==> src/rtl/sram_dp.sv <==
`default_nettype none
// ----------------------------------------------------------------------------
// sram_dp : two pipelined Wishbone slave ports sharing one single-port RAM
// Revision: 1.0
// ----------------------------------------------------------------------------
module sram_dp #(
  parameter int  SIZE      = 2,
  parameter int  DELAY     = 0,
  parameter      SRCFILE   = "",
  parameter int  ARCHBITSZ = 16,
  localparam int ADDRBITSZ = ARCHBITSZ - $clog2(ARCHBITSZ / 8)
) (
  input  logic                   clk_i,
  input  logic                   rst_ni,
  input  logic                   wb0_cyc_i,
  input  logic                   wb0_stb_i,
  input  logic                   wb0_we_i,
  input  logic [ADDRBITSZ-1:0]   wb0_addr_i,
  input  logic [ARCHBITSZ/8-1:0] wb0_sel_i,
  input  logic [ARCHBITSZ-1:0]   wb0_dat_i,
  output logic                   wb0_bsy_o,
  output logic                   wb0_ack_o,
  output logic [ARCHBITSZ-1:0]   wb0_dat_o,
  input  logic                   wb1_cyc_i,
  input  logic                   wb1_stb_i,
  input  logic                   wb1_we_i,
  input  logic [ADDRBITSZ-1:0]   wb1_addr_i,
  input  logic [ARCHBITSZ/8-1:0] wb1_sel_i,
  input  logic [ARCHBITSZ-1:0]   wb1_dat_i,
  output logic                   wb1_bsy_o,
  output logic                   wb1_ack_o,
  output logic [ARCHBITSZ-1:0]   wb1_dat_o,
  output logic [ARCHBITSZ-1:0]   mmapsz_o
);
  localparam int   c_nb      = ARCHBITSZ / 8;
  localparam int   c_iw      = $clog2(SIZE);
  localparam int   c_cw      = (DELAY > 0) ? $clog2(DELAY + 1) : 1;
  localparam logic c_has_dly = (DELAY > 0);

  logic [ARCHBITSZ-1:0] mem [SIZE];

  logic                 w_req0, w_req1, w_free, w_gnt0, w_gnt1, w_acc;
  logic                 w_we, w_issue, w_unused_addr;
  logic [c_iw-1:0]      w_idx;
  logic [c_nb-1:0]      w_sel;
  logic [ARCHBITSZ-1:0] w_mask, w_dat, w_rdat, w_wdat;

  logic [c_cw-1:0]      cntr_q, cntr_d;
  logic                 last_q, last_d;
  logic                 pend0_q, pend0_d, pend1_q, pend1_d;
  logic                 ack0_q, ack0_d, ack1_q, ack1_d;
  logic [ARCHBITSZ-1:0] dat0_q, dat0_d, dat1_q, dat1_d;

  assign w_unused_addr = ^{wb0_addr_i, wb1_addr_i};

  assign w_req0 = wb0_cyc_i & wb0_stb_i;
  assign w_req1 = wb1_cyc_i & wb1_stb_i;
  assign w_free = (cntr_q == '0);
  // Under contention the port that did not win last time gets the slot.
  assign w_gnt0 = w_free & w_req0 & (~w_req1 | last_q);
  assign w_gnt1 = w_free & w_req1 & (~w_req0 | ~last_q);
  assign w_acc  = w_gnt0 | w_gnt1;

  assign wb0_bsy_o = w_req0 & ~w_gnt0;
  assign wb1_bsy_o = w_req1 & ~w_gnt1;
  assign wb0_ack_o = ack0_q;
  assign wb1_ack_o = ack1_q;
  assign wb0_dat_o = dat0_q;
  assign wb1_dat_o = dat1_q;
  assign mmapsz_o  = ARCHBITSZ'(SIZE * c_nb);

  always_comb begin
    w_we   = w_gnt1 ? wb1_we_i : wb0_we_i;
    w_idx  = w_gnt1 ? wb1_addr_i[c_iw-1:0] : wb0_addr_i[c_iw-1:0];
    w_sel  = w_gnt1 ? wb1_sel_i : wb0_sel_i;
    w_dat  = w_gnt1 ? wb1_dat_i : wb0_dat_i;
    w_mask = '0;
    for (int b = 0; b < c_nb; b++) begin
      w_mask[b*8 +: 8] = {8{w_sel[b]}};
    end
    w_rdat = mem[w_idx];
    w_wdat = (w_dat & w_mask) | (w_rdat & ~w_mask);
  end

  always_comb begin
    cntr_d = cntr_q;
    last_d = last_q;
    if (cntr_q != '0) cntr_d = cntr_q - c_cw'(1);
    if (w_acc) begin
      cntr_d = c_cw'(DELAY);
      last_d = w_gnt1;
    end
    // Pending state retires on the last busy cycle even if the master left.
    w_issue = (cntr_q == c_cw'(1));
    pend0_d = (pend0_q & ~w_issue) | (w_gnt0 & c_has_dly);
    pend1_d = (pend1_q & ~w_issue) | (w_gnt1 & c_has_dly);
    ack0_d  = c_has_dly ? (pend0_q & w_issue & wb0_cyc_i) : w_gnt0;
    ack1_d  = c_has_dly ? (pend1_q & w_issue & wb1_cyc_i) : w_gnt1;
    dat0_d  = (w_gnt0 & ~wb0_we_i) ? w_rdat : dat0_q;
    dat1_d  = (w_gnt1 & ~wb1_we_i) ? w_rdat : dat1_q;
  end

  always_ff @(posedge clk_i) begin
    if (w_acc && w_we) mem[w_idx] <= w_wdat;
  end

  always_ff @(posedge clk_i or negedge rst_ni) begin
    if (!rst_ni) begin
      cntr_q  <= '0;
      last_q  <= 1'b1;
      pend0_q <= 1'b0;
      pend1_q <= 1'b0;
      ack0_q  <= 1'b0;
      ack1_q  <= 1'b0;
      dat0_q  <= '0;
      dat1_q  <= '0;
    end else begin
      cntr_q  <= cntr_d;
      last_q  <= last_d;
      pend0_q <= pend0_d;
      pend1_q <= pend1_d;
      ack0_q  <= ack0_d;
      ack1_q  <= ack1_d;
      dat0_q  <= dat0_d;
      dat1_q  <= dat1_d;
    end
  end

endmodule
`default_nettype wire

==> config.mk <==
export PLATFORM = sky130hd
export DESIGN_NAME = sram_dp
export DESIGN_NICKNAME = d
export VERILOG_FILES = /design/src/rtl/sram_dp.sv
export SDC_FILE = /design/constraint.sdc
export NUM_CORES = 1
export LEC_CHECK = 0
export BUFFER_PORTS_ARGS = -buffer_cell sky130_fd_sc_hd__buf_4
export CELL_PAD_IN_SITES_DETAIL_PLACEMENT = 0
export CELL_PAD_IN_SITES_GLOBAL_PLACEMENT = 2
export CORE_MARGIN = 5
export CORE_UTILIZATION = 30
export CTS_BUF_LIST = sky130_fd_sc_hd__clkbuf_4 sky130_fd_sc_hd__clkbuf_8
export DETAILED_ROUTE_END_ITERATION = 8
export GPL_TIMING_DRIVEN = 0
export HOLD_SLACK_MARGIN = 0.02
export PLACE_DENSITY_LB_ADDON = 0.25
export SETUP_SLACK_MARGIN = 0.1
export SKIP_CTS_REPAIR_TIMING = 1
export SLEW_MARGIN = 20
export SYNTH_ARGS = -nofsm -noshare
export SYNTH_HDL_FRONTEND = slang
export SYNTH_SLANG_ARGS = --single-unit
export TNS_END_PERCENT = 30
==> constraint.sdc <==
create_clock -name clk_i -period 3.6 [get_ports clk_i]
set_clock_uncertainty 0.2 [all_clocks]
set_input_delay 0.18 -clock clk_i [delete_from_list [all_inputs] [get_ports clk_i]]
set_output_delay 0.18 -clock clk_i [all_outputs]
set_load 0.01 [all_outputs]
==> impl_metrics.ini <==
[cells_and_area]
final_layout_size_suffix_gt1_frac = 0.3149
utilization = 0.4061
diodes = 0
syn2layout_area_growth_pct = 32.41
stdcell_count = 575
nets = 504

[clock_tree]
cts_tree = done
cts.path.max_buffers = 2
cts_inserted_buffers = 9
htreeDepth = 3
insertion_delay_ns = 0.34
clk_pin_slew_ns = 0.07
cts_sinks = 67
clock-root-buffer = clkbuf_8

[synthesis]
seq_area_frac_synth = 0.5504
postSynthCellCount = 320
synth_top_family_by_area = compound AO/OA/AOI/OAI gates
synthAdderAreaFrac = 0
synth_compound_area_frac = 0.2248
synth_edf_count = 32
synth_most_common_cell = nand2_1
synthSimpleGateAreaFrac = 0.1386
synth_top_area_frac = 0.2877
yosys_most_used_dff = dfrtp_1
synth_top_area_cell = edfxtp_1
netlist-cell-type-count = 36
async_flop_share = 0.5224
syn_area_um2 = 3339
syn_avg_cell_area_um2 = 10.44
synthMuxAreaShare = 0
synth_top_cells_by_area = edfxtp_1 (29%), dfrtp_1 (25%), nand2_1 (5.7%), a311oi_1 (4.2%), a41oi_1 (4.2%)
yosysWarnings = 0
ys_ff_latch = 67
synth_xor_area_frac = 0
synthTopCellsByCount = nand2_1 (51), dfrtp_1 (34), edfxtp_1 (32)

[power]
comb_power_share = 0.253
irDropWorstVdd_mv = 0.1924
internal_power_uw = 1435
switching_power_uw = 622.5
power_density_nw_per_um2 = 465.3
seqPwrFrac = 0.476
leakage_uw = 0.001775
p_sw_frac = 0.3026
clkPwrFrac = 0.271

[die]
die_x_um = 115.5
dieHeight_um = 115.5
die-area_um2 = 13340
start_util = 0.3067
placeableCoreArea_um2 = 10890
rows = 38
ioPinCount = 126

[routing]
num_vias = 3058
via_per_inst = 5.318
drt_drc_violations_left = 0
avgRoutedWirePerCell_um = 20.90
drt_iter0_drc = 181
ant_nets = 0
wirelength_um = 12020
drt_pre_antenna_iters = 4

[placed_design]
place_congestion = 0.8031
portBuffers = 81
hpwl_um = 8220
dp_slack_ns = 0.6976
place_inst = 557

[grt]
grt_first_pass_wirelength_um = 18110
antenna_found_initial = 0
grt_pass1_vias = 3130
grt_usage = 0.1825
grt_max_degree = 36
grt.overflow.total = 0

[worst_setup_path]
timing.rr.end = mem[0][10]$_DFFE_PP_
rrSetupSlack_ns = 0.67
end_kind = flip-flop
crit_type = reg -> reg
crit_fanout = 10
reg2reg_from = last_q$_DFFE_PN1P_
cp-start-kind = flip-flop
crit_arrival_ns = 2.79
rr_worst_depth = 6
worstPathRequired_ns = 3.46

[timing]
fin_crit_sh = 0.8135
fmax_ghz = 0.3415
finalMaxSlewViolations = 0
fin_ws_ns = 0.6714
setup_viol = 0
worstMarginPinSlew_ns = 0.7568
rsz0062_at_grt = no
hold_viol = 0
fin_crit_ns = 2.929
max_slew_margin = 0.4955

[job]
drv_cap = 0

[status]
status = finished clean

[min_path]
min_path_cells = 3
hold_start = wb0_stb_i
hold_path_class = in -> reg
hold-path-endpoint = wb0_ack_o$_DFF_PN0_
flip-flops by register name, summed over array words and instances, names as in the netlist:
register / count
mem: 32
wb1_dat_o: 16
wb1_ack_o: 1
wb0_dat_o: 16
last_q: 1
wb0_ack_o: 1
cell type report:
class / instances / area (um2)
Multi-Input combinational cell: 220 / 1301
Fill cell: 1124 / 6466
Inverter: 3 / 11.26
Timing Repair Buffer: 85 / 658.1
Tap cell: 140 / 175.2
Buffer: 44 / 269.0
Clock inverter: 3 / 15.01
Clock buffer: 13 / 153.9
Sequential cell: 67 / 1838
worst max-delay path, stage by stage, from the launching register on:
cell and delay, ns:
dfstp_2 0.58, nand3_4 0.14, nand2_2 0.25, clkinv_1 0.27, clkbuf_1 0.37, o31ai_4 0.60, buf_8 0.22
placed cells by master (no fill, tap or decap), types with 2 or more instances in the layout:
| cell type | netlist | final |
|---|---|---|
| buf_4 | 16 | 97 |
| nand2_1 | 51 | 51 |
| dfrtp_1 | 34 | 34 |
| edfxtp_1 | 32 | 32 |
| nor2_1 | 18 | 18 |
| nand3_1 | 18 | 18 |
| a21oi_1 | 17 | 17 |
| clkbuf_1 | 16 | 16 |
| a311oi_1 | 16 | 16 |
| a41oi_1 | 16 | 16 |
| a31oi_1 | 16 | 16 |
| conb_1 | 2 | 16 |
| o21ai_0 | 15 | 15 |
| a32oi_1 | 14 | 14 |
| clkbuf_8 | 0 | 9 |
| buf_6 | 5 | 5 |
| buf_2 | 5 | 5 |
| clkbuf_4 | 0 | 4 |
| clkinv_2 | 0 | 3 |
| and3_4 | 2 | 2 |
| a21boi_2 | 2 | 2 |
| or2_1 | 2 | 2 |
| and3_1 | 2 | 2 |
| o21ai_1 | 2 | 2 |
| buf_1 | 2 | 2 |
| inv_1 | 2 | 2 |
| a32oi_2 | 2 | 2 |
| o31ai_4 | 0 | 2 |
| dlygate4sd3_1 | 0 | 2 |
| buf_8 | 0 | 2 |
worst max-delay path by stage:
stage                       startpoint              endpoint  cells after the start
finish              last_q$_DFFE_PN1P_  mem[0][10]$_DFFE_PP_                      6
global route        last_q$_DFFE_PN1P_  mem[0][13]$_DFFE_PP_                      6
CTS                 last_q$_DFFE_PN1P_  mem[0][13]$_DFFE_PP_                      6
global placement    last_q$_DFFE_PN1P_  mem[1][11]$_DFFE_PP_                      5
detailed placement  last_q$_DFFE_PN1P_  mem[0][11]$_DFFE_PP_                      6
floorplan           last_q$_DFFE_PN1P_   mem[0][0]$_DFFE_PP_                      5
per-stage QoR:
stage                     hold slack (ns)  TNS [ns]  cell area [um2]  power (uW)
after floorplan                   -0.3156         0             3392        1238
after global placement           -0.02654    -30.39             4175        1503
after detailed placement         -0.01973         0             4233        1515
after CTS                         -0.3907         0             4402        2071
after global routing              0.02813         0             4422        2159
final                           0.0006860         0             4422        2057
cells by family (layout without fill, tap and decap cells):
family / after synthesis / in the layout
flops: 67 / 67
simple gates: 101 / 101
other cells: 2 / 16
compound gates: 103 / 103
buf+inv: 47 / 148
power groups by stage:
stage               Clock, uW  Combinational [uW]  Sequential (uW)
floorplan                   0                 223             1020
global placement            0                 510              993
detailed placement          0                 521              994
CTS                       569                 522              980
global route              599                 570              990
finish                    558                 520              979
routing by layer:
| layer | track usage | wire [um] | vias to the layer above |
|---|---|---|---|
| met5 | 0 | 0 | - |
| met4 | 0.04069 | 123 | 0 |
| met3 | 0.03655 | 964 | 12 |
| met2 | 0.3040 | 5952 | 143 |
| met1 | 0.2468 | 4978 | 1493 |
| li1 | - | - | 1410 |
(Power assumes the default switching activity.)
